==> src/rtl/cmu_if.sv <==
// Memory-side word transfer bus between the cache management unit and the next memory level.
interface cmu_if #(
    parameter int unsigned ADDR_BITS = 32
) ();
    logic                 mem_cs_o;
    logic                 mem_we_o;
    logic [ADDR_BITS-1:0] mem_addr_o;
    logic [31:0]          mem_data_o;
    logic [31:0]          mem_data_i;
    logic                 mem_ack_i;

    modport master (
        output mem_cs_o, mem_we_o, mem_addr_o, mem_data_o,
        input  mem_data_i, mem_ack_i
    );

    modport slave (
        input  mem_cs_o, mem_we_o, mem_addr_o, mem_data_o,
        output mem_data_i, mem_ack_i
    );
endinterface

==> src/rtl/cmu.sv <==
// Cache management unit: serves CPU hits from the cache array and, on a miss,
// writes back a dirty victim line and refills the requested line word by word.
module cmu #(
    parameter int unsigned ADDR_BITS  = 32,
    parameter int unsigned TAG_BITS   = 23,
    parameter int unsigned LINE_WORDS = 4
) (
    input  logic                 clk,
    input  logic                 rst,
    input  logic [ADDR_BITS-1:0] addr_rw,
    input  logic                 en_r,
    input  logic                 en_w,
    input  logic [2:0]           u_b_h_w,
    input  logic [31:0]          data_w,
    output logic [31:0]          data_r,
    output logic                 stall,
    output logic [ADDR_BITS-1:0] cache_addr,
    output logic                 cache_load,
    output logic                 cache_store,
    output logic                 cache_replace,
    output logic [2:0]           cache_u_b_h_w,
    output logic [31:0]          cache_din,
    input  logic [31:0]          cache_dout,
    input  logic                 cache_hit,
    input  logic                 cache_valid,
    input  logic                 cache_dirty,
    input  logic [TAG_BITS-1:0]  cache_tag,
    cmu_if.master                mem
);
    localparam int unsigned WORD_BITS = $clog2(LINE_WORDS);
    localparam int unsigned OFF_BITS  = WORD_BITS + 2;
    localparam int unsigned IDX_BITS  = ADDR_BITS - TAG_BITS - OFF_BITS;
    localparam logic [WORD_BITS-1:0] LAST_WORD = WORD_BITS'(LINE_WORDS - 1);
    localparam logic [2:0]           FMT_WORD  = 3'b010;

    typedef enum logic [1:0] {IDLE, BACK, FILL, WAIT} state_t;

    state_t                 state, state_nx;
    logic [WORD_BITS-1:0]   word_cnt, word_cnt_nx;
    logic                   req;
    logic [ADDR_BITS-1:0]   line_addr;
    logic [ADDR_BITS-1:0]   victim_addr;

    assign req         = en_r | en_w;
    assign line_addr   = {addr_rw[ADDR_BITS-1:OFF_BITS], word_cnt, 2'b00};
    assign victim_addr = {cache_tag, addr_rw[OFF_BITS+IDX_BITS-1:OFF_BITS], word_cnt, 2'b00};

    // State and word counter registers
    always_ff @(posedge clk or negedge rst) begin
        if (!rst) begin
            state    <= IDLE;
            word_cnt <= '0;
        end else begin
            state    <= state_nx;
            word_cnt <= word_cnt_nx;
        end
    end

    // Next-state: each memory ack retires one word; the last word advances the phase
    always_comb begin
        state_nx    = state;
        word_cnt_nx = word_cnt;
        case (state)
            IDLE: begin
                if (req && !cache_hit) begin
                    word_cnt_nx = '0;
                    state_nx    = (cache_valid && cache_dirty) ? BACK : FILL;
                end
            end
            BACK: begin
                if (mem.mem_ack_i) begin
                    word_cnt_nx = word_cnt + WORD_BITS'(1);
                    if (word_cnt == LAST_WORD) state_nx = FILL;
                end
            end
            FILL: begin
                if (mem.mem_ack_i) begin
                    word_cnt_nx = word_cnt + WORD_BITS'(1);
                    if (word_cnt == LAST_WORD) state_nx = WAIT;
                end
            end
            WAIT: state_nx = IDLE;
        endcase
    end

    // Outputs follow the current state and CPU/cache inputs; reset forces them all low at once
    always_comb begin
        data_r         = '0;
        stall          = 1'b0;
        cache_addr     = '0;
        cache_load     = 1'b0;
        cache_store    = 1'b0;
        cache_replace  = 1'b0;
        cache_u_b_h_w  = '0;
        cache_din      = '0;
        mem.mem_cs_o   = 1'b0;
        mem.mem_we_o   = 1'b0;
        mem.mem_addr_o = '0;
        mem.mem_data_o = '0;
        if (rst) begin
            case (state)
                IDLE: begin
                    if (req) begin
                        cache_addr    = addr_rw;
                        cache_u_b_h_w = u_b_h_w;
                        if (cache_hit) begin
                            cache_load  = en_r & ~en_w;
                            cache_store = en_w;
                            cache_din   = data_w;
                            data_r      = cache_dout;
                        end else begin
                            stall = 1'b1;
                        end
                    end
                end
                BACK: begin
                    stall          = 1'b1;
                    cache_addr     = line_addr;
                    cache_u_b_h_w  = FMT_WORD;
                    mem.mem_cs_o   = 1'b1;
                    mem.mem_we_o   = 1'b1;
                    mem.mem_addr_o = victim_addr;
                    mem.mem_data_o = cache_dout;
                end
                FILL: begin
                    stall          = 1'b1;
                    cache_addr     = line_addr;
                    mem.mem_cs_o   = 1'b1;
                    mem.mem_addr_o = line_addr;
                    if (mem.mem_ack_i) begin
                        cache_replace = 1'b1;
                        cache_din     = mem.mem_data_i;
                        cache_u_b_h_w = FMT_WORD;
                    end
                end
                WAIT: stall = 1'b1;
            endcase
        end
    end
endmodule

==> src/flat_wrapper.sv <==
// flat-port wrapper written by rule: the top's interface ports become plain ports
module cmu_flat 
#(
    parameter int unsigned ADDR_BITS  = 32,
    parameter int unsigned TAG_BITS   = 23,
    parameter int unsigned LINE_WORDS = 4
)
  (clk, rst, addr_rw, en_r, en_w, u_b_h_w, data_w, data_r, stall, cache_addr, cache_load, cache_store, cache_replace, cache_u_b_h_w, cache_din, cache_dout, cache_hit, cache_valid, cache_dirty, cache_tag, mem_mem_cs_o, mem_mem_we_o, mem_mem_addr_o, mem_mem_data_o, mem_mem_data_i, mem_mem_ack_i);
  cmu_if #(.ADDR_BITS(ADDR_BITS)) mem_i ();
  input  logic clk;
  input  logic rst;
  input  logic [ADDR_BITS-1:0] addr_rw;
  input  logic en_r;
  input  logic en_w;
  input  logic [2:0] u_b_h_w;
  input  logic [31:0] data_w;
  output logic [31:0] data_r;
  output logic stall;
  output logic [ADDR_BITS-1:0] cache_addr;
  output logic cache_load;
  output logic cache_store;
  output logic cache_replace;
  output logic [2:0] cache_u_b_h_w;
  output logic [31:0] cache_din;
  input  logic [31:0] cache_dout;
  input  logic cache_hit;
  input  logic cache_valid;
  input  logic cache_dirty;
  input  logic [TAG_BITS-1:0] cache_tag;
  output wire logic [$bits(mem_i.mem_cs_o)-1:0] mem_mem_cs_o;
  output wire logic [$bits(mem_i.mem_we_o)-1:0] mem_mem_we_o;
  output wire logic [$bits(mem_i.mem_addr_o)-1:0] mem_mem_addr_o;
  output wire logic [$bits(mem_i.mem_data_o)-1:0] mem_mem_data_o;
  input wire logic [$bits(mem_i.mem_data_i)-1:0] mem_mem_data_i;
  input wire logic [$bits(mem_i.mem_ack_i)-1:0] mem_mem_ack_i;
  assign mem_mem_cs_o = mem_i.mem_cs_o;
  assign mem_mem_we_o = mem_i.mem_we_o;
  assign mem_mem_addr_o = mem_i.mem_addr_o;
  assign mem_mem_data_o = mem_i.mem_data_o;
  assign mem_i.mem_data_i = mem_mem_data_i;
  assign mem_i.mem_ack_i = mem_mem_ack_i;
  cmu #(.ADDR_BITS(ADDR_BITS), .TAG_BITS(TAG_BITS), .LINE_WORDS(LINE_WORDS)) u_core (.clk(clk), .rst(rst), .addr_rw(addr_rw), .en_r(en_r), .en_w(en_w), .u_b_h_w(u_b_h_w), .data_w(data_w), .data_r(data_r), .stall(stall), .cache_addr(cache_addr), .cache_load(cache_load), .cache_store(cache_store), .cache_replace(cache_replace), .cache_u_b_h_w(cache_u_b_h_w), .cache_din(cache_din), .cache_dout(cache_dout), .cache_hit(cache_hit), .cache_valid(cache_valid), .cache_dirty(cache_dirty), .cache_tag(cache_tag), .mem(mem_i));
endmodule
==> config.mk <==
export PLATFORM = sky130hd
export DESIGN_NAME = cmu_flat
export DESIGN_NICKNAME = d
export VERILOG_FILES = /design/src/rtl/cmu_if.sv /design/src/rtl/cmu.sv /design/src/flat_wrapper.sv
export SDC_FILE = /design/constraint.sdc
export NUM_CORES = 1
export LEC_CHECK = 0
export BUFFER_PORTS_ARGS = -buffer_cell sky130_fd_sc_hd__buf_4
export CORE_AREA = 2 2 130 132
export CTS_BUF_LIST = sky130_fd_sc_hd__clkbuf_2
export DETAILED_ROUTE_END_ITERATION = 8
export DIE_AREA = 0 0 132 134
export SYNTH_ARGS = -nofsm -noshare
export SYNTH_HDL_FRONTEND = slang
export SYNTH_SLANG_ARGS = --single-unit
==> constraint.sdc <==
create_clock -name clk -period 3 [get_ports clk]
set_clock_uncertainty 0.2 [all_clocks]
set_input_delay 0.45 -clock clk [delete_from_list [all_inputs] [get_ports clk]]
set_output_delay 0.45 -clock clk [all_outputs]
set_load 0.01 [all_outputs]
==> results.sh, run 1 <==
export IMPL_synth_warnings=0
export IMPL_place_gp_congestion=0.760
export IMPL_die_width_um=132
export IMPL_async_flop_share_pct=100
export IMPL_drive_above_1_share_pct=56.1
export IMPL_nNetsFinal=791
export IMPL_path_clk_slew_ns=0.05
export IMPL_via_count=3373
export IMPL_viasPerCell=4.01
export IMPL_cts_sinks=4
export IMPL_finalCritPeriodShare_pct=92.4
export IMPL_ios=331
export IMPL_die_area_sq_um=17700
export IMPL_ys_ff_latch=4
export IMPL_port_buffers=328
export IMPL_rsz0062_at_grt="false"
export IMPL_power_density_nw_per_um2=501
export IMPL_routedWlPerCell_um=14.7
export IMPL_postCtsResizedCells=0
export IMPL_place_hpwl_um=10300
export IMPL_cts_buffers=3
export IMPL_syn_area_per_cell_sq_um=6.21
export IMPL_insertion_delay_ns=0.23
export IMPL_initial_utilization_pct=11.8
export IMPL_cap_violations=0
export IMPL_synth_seq_area_share_pct=5.20
export IMPL_clock_fmax_mhz=361
export IMPL_end_kind="output port"
export IMPL_synthCells=310
export IMPL_drt_iter0_markers=209
export IMPL_grt_max_degree=35
export IMPL_cp_startpoint="u_core.state[0]"
export IMPL_intPower_mw=1.13
export IMPL_slew_headroom_pct=65.8
export IMPL_status="finished, final reports clean"
export IMPL_setup_violations=0
export IMPL_slew_violations=0
export IMPL_core_area_sq_um=16300
export IMPL_wl_met2_um=6450
export IMPL_wl_um=12400
export IMPL_htreeDepth=1
export IMPL_crit_type="reg -> out"
export IMPL_fin_crit_ns=2.77
export IMPL_clockPowerShare_pct=2.3
export IMPL_worst_pin_slew_ns=0.512
export IMPL_hp_class="reg -> reg"
export IMPL_r2r_start="u_core.state[0]"
export IMPL_p_sw_share_pct=51.4
export IMPL_irDropWorstVdd_v=0.000153
export IMPL_track_usage_pct=12.7
export IMPL_ant_nets=0
export IMPL_path_cells="ha_1 -> nand2b_1 -> o21ba_2 -> and2_1 -> buf_4"
export IMPL_cts_hold_buffers=1
export IMPL_grt_overflow=0
export IMPL_crit_fanout=28
export IMPL_crit_required_ns=2.35
export IMPL_start_kind="flip-flop"
export IMPL_yosysTopAreaCell="and2_1"
export IMPL_p_sw_mw=1.20
export IMPL_cts_setup_buffers=0
export IMPL_antenna_found_initial=0
export IMPL_crit_family="compound AO/OA/AOI/OAI gates"
export IMPL_cpPeakStageDelay_ns=0.61
export IMPL_yosys_top_cells_count="73 x and2_1, 62 x nor2_1, 54 x a22oi_1"
export IMPL_power_static_leakage_nw=2.56
export IMPL_row_count=47
export IMPL_synth_top_area_share_pct=23.7
export IMPL_finalHoldViolations=0
export IMPL_grt_pass1_vias=3205
export IMPL_hold_start="u_core.word_cnt[1]"
export IMPL_synth_area_top_cells="and2_1 24%, a22oi_1 21%, nor2_1 12%"
export IMPL_arrival_ns=2.12
export IMPL_yosysMostFrequentCell="and2_1"
export IMPL_fillCellCount=1802
export IMPL_cts_tree="yes"
export IMPL_cpMaxStageDelayCell="o21ba_2"
export IMPL_wl_met1_um=5000
export IMPL_syn2layout_area_growth_pct=141
export IMPL_top_layer="met4"
export IMPL_cts_buffer_depth=2
export IMPL_drcViolationCount=0
export IMPL_post_place_ws_ns=0.411
export IMPL_die_h_um=134
export IMPL_comb_power_share_pct=93.1
export IMPL_grt_pass1_wl_um=18200
export IMPL_syn_cell_area_sq_um=1930
export IMPL_fin_setup_tns_ns=0
export IMPL_seqPwrFrac_pct=4.6
export IMPL_wl_met3_um=906
export IMPL_cp_buffers_inverters=1
export IMPL_total_power_mw=2.32
export IMPL_ys_types=34
export IMPL_dr_pass1_iters=4
export IMPL_fin_ws_ns=0.227
export IMPL_ys_flop_type="dfrtp_1"
export IMPL_root_buffer="clkbuf_2"
export IMPL_synth_edff_count=0
-- worst register-to-register path: stages (launching register included) --
cell and delay, ns:
dfrtp_1 0.42, inv_1 0.13, ha_1 0.27, buf_4 0.34
a21boi_0 0.37, a2111oi_4 0.08, mux2_4 0.32
-- path summary, 6_finish.rpt --
path	end	slack, ns	cells after the start
max	cache_addr[25]	0.23	5
min	u_core.word_cnt[1]	0.36	1
max reg2reg	u_core.state[0]	0.75	6
min reg2reg	u_core.word_cnt[1]	0.36	1
max in group asynchronous	u_core.state[1]	1.84	2
min in group asynchronous	u_core.word_cnt[0]	0.58	2
-- power groups by stage --
| stage | Sequential, mW | Combinational, mW | Clock, mW |
|---|---|---|---|
| 2_1_floorplan | 0.0969 | 1.17 | 0 |
| 3_3_place_gp | 0.107 | 2.18 | 0 |
| 3_5_place_dp | 0.108 | 2.19 | 0 |
| 4_1_cts | 0.107 | 2.20 | 0.0535 |
| 5_1_grt | 0.111 | 2.36 | 0.0568 |
| 6_report | 0.107 | 2.16 | 0.0531 |
-- flip-flops by register name, indices dropped and copies added, names as in the netlist --
name / cells
u_core.word_cnt: 2
u_core.state: 2
-- final cells by class --
class | instances | area, sq um | area share [%]
Clock buffer | 3 | 15.0 | 0.324
Timing Repair Buffer | 340 | 2550 | 55.1
Antenna cell | 1 | 2.50 | 0.0540
Tap cell | 220 | 275 | 5.94
Sequential cell | 4 | 100 | 2.16
Multi-Input combinational cell | 268 | 1670 | 36.0
Inverter | 5 | 18.8 | 0.405
-- cell usage in the layout, fill, tap and decap left out, types with 3 or more instances in the layout --
master / netlist / routed
and3_1: 33 / 33
nor2_1: 62 / 62
inv_1: 5 / 5
and2_1: 73 / 73
dfrtp_1: 4 / 4
nand2_1: 7 / 7
buf_4: 2 / 339
a22oi_1: 54 / 54
nand3_1: 3 / 3
ha_1: 7 / 7
clkbuf_2: 1 / 3
a21oi_1: 3 / 3
-- routing by layer --
metal / vias to the layer above / track usage [%]
li1: 1691 / -
met1: 1537 / 15.8
met2: 140 / 23.2
met3: 5 / 3.06
met4: 0 / 1.03
met5: - / 0
-- cell families (layout without fill, tap and decap cells) --
| family | after synthesis | count (layout) | synth area share [%] |
|---|---|---|---|
| simple gates | 183 | 183 | 50.4 |
| mux | 2 | 2 | 1.30 |
| compound gates | 74 | 74 | 29.9 |
| other cells | 1 | 3 | 0.195 |
| flops | 4 | 4 | 5.20 |
| buf+inv | 39 | 348 | 8.45 |
| fa+ha+maj | 7 | 7 | 4.55 |
-- metrics by stage --
step / hold slack, ns / cell area (sq um) / utilization [%] / cells
after floorplan: -0.0456 / 1930 / - / 311
after global placement: 0.138 / 4610 / 28.3 / 836
after detailed placement: 0.141 / 4610 / 28.3 / 836
after CTS: 0.360 / 4630 / 28.5 / 840
after global routing: 0.398 / 4630 / 28.5 / 840
final: 0.361 / 4640 / 28.5 / 841
(Power assumes the default switching activity.)
==> run 2: changes to the inputs <==
--- a/config.mk
+++ b/config.mk
@@ -5,11 +5,12 @@
 export SDC_FILE = /design/constraint.sdc
 export NUM_CORES = 1
 export LEC_CHECK = 0
+export ABC_AREA = 1
 export BUFFER_PORTS_ARGS = -buffer_cell sky130_fd_sc_hd__buf_4
-export CORE_AREA = 2 2 130 132
+export CORE_AREA = 2 2 128 130
 export CTS_BUF_LIST = sky130_fd_sc_hd__clkbuf_2
 export DETAILED_ROUTE_END_ITERATION = 8
-export DIE_AREA = 0 0 132 134
+export DIE_AREA = 0 0 130 132
 export SYNTH_ARGS = -nofsm -noshare
 export SYNTH_HDL_FRONTEND = slang
 export SYNTH_SLANG_ARGS = --single-unit
==> results.sh, run 2 <==
export IMPL_die_h_um=132
export IMPL_ys_flop_type="dfrtp_1"
export IMPL_synth_top_area_share_pct=17.3
export IMPL_postCtsResizedCells=0
export IMPL_placed_cell_area_sq_um=4920
export IMPL_layout_common_cells="333 x buf_4, 106 x nand2_1, 72 x nor3_1"
export IMPL_synth_compound_area_share_pct=13.6
export IMPL_port_buffers=328
export IMPL_synth_area_top_cells="nand2_1 17%, nor3_1 16%, a21oi_1 12%"
export IMPL_fillCellCount=1758
export IMPL_clock_fmax_mhz=373
export IMPL_die_width_um=130
export IMPL_row_count=46
export IMPL_power_static_leakage_nw=2.54
export IMPL_place_hpwl_um=10900
export IMPL_ios=331
export IMPL_end_kind="output port"
export IMPL_root_buffer="clkbuf_2"
export IMPL_cts_setup_buffers=0
export IMPL_r2r_slack_ns=0.83
export IMPL_dr_pass1_iters=6
export IMPL_synth_warnings=0
export IMPL_yosysTopAreaCell="nand2_1"
export IMPL_ant_nets=0
export IMPL_hold_start="u_core.word_cnt[1]"
export IMPL_cp_startpoint="u_core.state[1]"
export IMPL_status="finished, final reports clean"
export IMPL_slew_violations=0
export IMPL_reg_top3="u_core.state: 2 flops, u_core.word_cnt: 2 flops"
export IMPL_synthAdderAreaFrac_pct=3.81
export IMPL_insertion_delay_ns=0.21
export IMPL_syn_area_per_cell_sq_um=5.36
export IMPL_routedWlPerCell_um=14.2
export IMPL_arrival_ns=2.03
export IMPL_syn_cell_area_sq_um=2300
export IMPL_synthXorXnorAreaFrac_pct=0
export IMPL_synth_top_family_by_area="simple AND/OR/NAND/NOR gates"
export IMPL_place_gp_congestion=0.827
export IMPL_grt_pass1_vias=3749
export IMPL_diodes=0
export IMPL_grt_max_degree=99
export IMPL_worst_pin_slew_ns=0.998
export IMPL_crit_type="reg -> out"
export IMPL_start_kind="flip-flop"
export IMPL_cts_buffer_depth=2
export IMPL_initial_utilization_pct=14.6
export IMPL_cts_sinks=4
export IMPL_drt_iter0_markers=124
export IMPL_finalCritPeriodShare_pct=89.3
export IMPL_wl_um=13400
export IMPL_core_area_sq_um=15700
export IMPL_htreeDepth=1
export IMPL_synth_seq_area_share_pct=4.36
export IMPL_crit_required_ns=2.35
export IMPL_design_area_sq_um=4940
export IMPL_cts_tree="yes"
export IMPL_cap_violations=0
export IMPL_yosys_area_share_simple_pct=60.8
export IMPL_hold_path_end="u_core.word_cnt[1]"
export IMPL_synthCells=428
export IMPL_drcViolationCount=0
export IMPL_fin_setup_tns_ns=0
export IMPL_fin_crit_ns=2.68
export IMPL_setup_violations=0
export IMPL_ys_ff_latch=4
export IMPL_yosysMostFrequentCell="nand2_1"
export IMPL_rsz0062_at_grt="false"
export IMPL_nNetsFinal=897
export IMPL_grt_pass1_wl_um=19500
export IMPL_final_common_cell="buf_4"
export IMPL_hp_class="reg -> reg"
export IMPL_timing_hold_ws_ns=0.307
export IMPL_irDropWorstVdd_v=0.000346
export IMPL_via_count=3990
export IMPL_die_area_sq_um=17200
export IMPL_synth_edff_count=0
export IMPL_synthMuxAreaShare_pct=0
export IMPL_slew_headroom_pct=33.5
export IMPL_yosys_top_cells_count="106 x nand2_1, 72 x nor3_1, 57 x a21oi_1"
export IMPL_grt_overflow=0
export IMPL_async_flop_share_pct=100
export IMPL_power_density_nw_per_um2=491
export IMPL_track_usage_pct=14.1
export IMPL_drive_above_1_share_pct=51.1
export IMPL_antenna_found_initial=0
export IMPL_viasPerCell=4.24
export IMPL_whs_path_depth=2
export IMPL_path_clk_slew_ns=0.05
export IMPL_reg2reg_depth=9
export IMPL_r2r_end="u_core.state[0]"
export IMPL_fin_util_pct=31.5
export IMPL_finalHoldViolations=0
export IMPL_r2r_start="u_core.state[0]"
export IMPL_cts_buffers=3
export IMPL_crit_fanout=32
export IMPL_ys_types=27
export IMPL_syn2layout_area_growth_pct=115
==> run 2: cell types whose count changed after synthesis, sizes merged, moves of 44 or more <==
cell and change:
nand2 +99, nor3 +77, and2 -72, a21oi +54, a22oi -53, nor2 -48, inv +44
==> run 2: report_power, final <==
part | switching, mW | internal, mW | total [mW]
sequential | 0.0230 | 0.0773 | 0.100
clock | 0.0213 | 0.0269 | 0.0482
combinational | 1.34 | 0.941 | 2.28
==> run 2: repair_timing <==
item,in CTS,in global routing
hold buffers,1,0
hold endpoints to repair,4,0
setup endpoints to repair,0,0
==> run 2: area by class of cell <==
class / count / area [sq um] / area share [%]
inverters: 49 / 185 / 3.75
repair buffers: 337 / 2570 / 52.0
well taps: 216 / 270 / 5.47
multi-input cells: 333 / 1800 / 36.5
flip-flops and latches: 4 / 100 / 2.02
clock buffers: 3 / 15.0 / 0.304
==> run 2: worst max-delay path by stage <==
stage	depth (start not counted)	to	slack (ns)
floorplan	6	mem_mem_addr_o[22]	0.76
global placement	5	cache_u_b_h_w[2]	0.48
detailed placement	5	cache_u_b_h_w[2]	0.47
CTS	5	mem_mem_data_o[16]	0.27
global route	5	mem_mem_data_o[16]	0.12
finish	5	mem_mem_data_o[16]	0.32
==> run 2: critical path, cell delays in order, from the launching register on <==
cell and delay, ns:
dfrtp_1 0.39, inv_1 0.11, ha_1 0.23, inv_1 0.73, nor3_1 0.15, buf_4 0.20
==> run 2: logic make-up after synthesis <==
group	after synthesis
simple gates	262
buf+inv	92
compound gates	62
fa+ha+maj	7
flops	4
other cells	1
==> run 2: per-stage QoR <==
step	worst slack [ns]	power, mW	instances
floorplan	0.763	1.38	429
global placement	0.483	2.41	938
detailed placement	0.466	2.41	938
CTS	0.267	2.47	942
global route	0.120	2.67	942
finish	0.320	2.43	942
==> run 2: layer usage <==
layer  routed length, um  global-route usage, %
met1                5010                   15.8
met2                7070                   27.7
met3                1240                   2.80
met4                  36                   1.08
met5                   0                      0
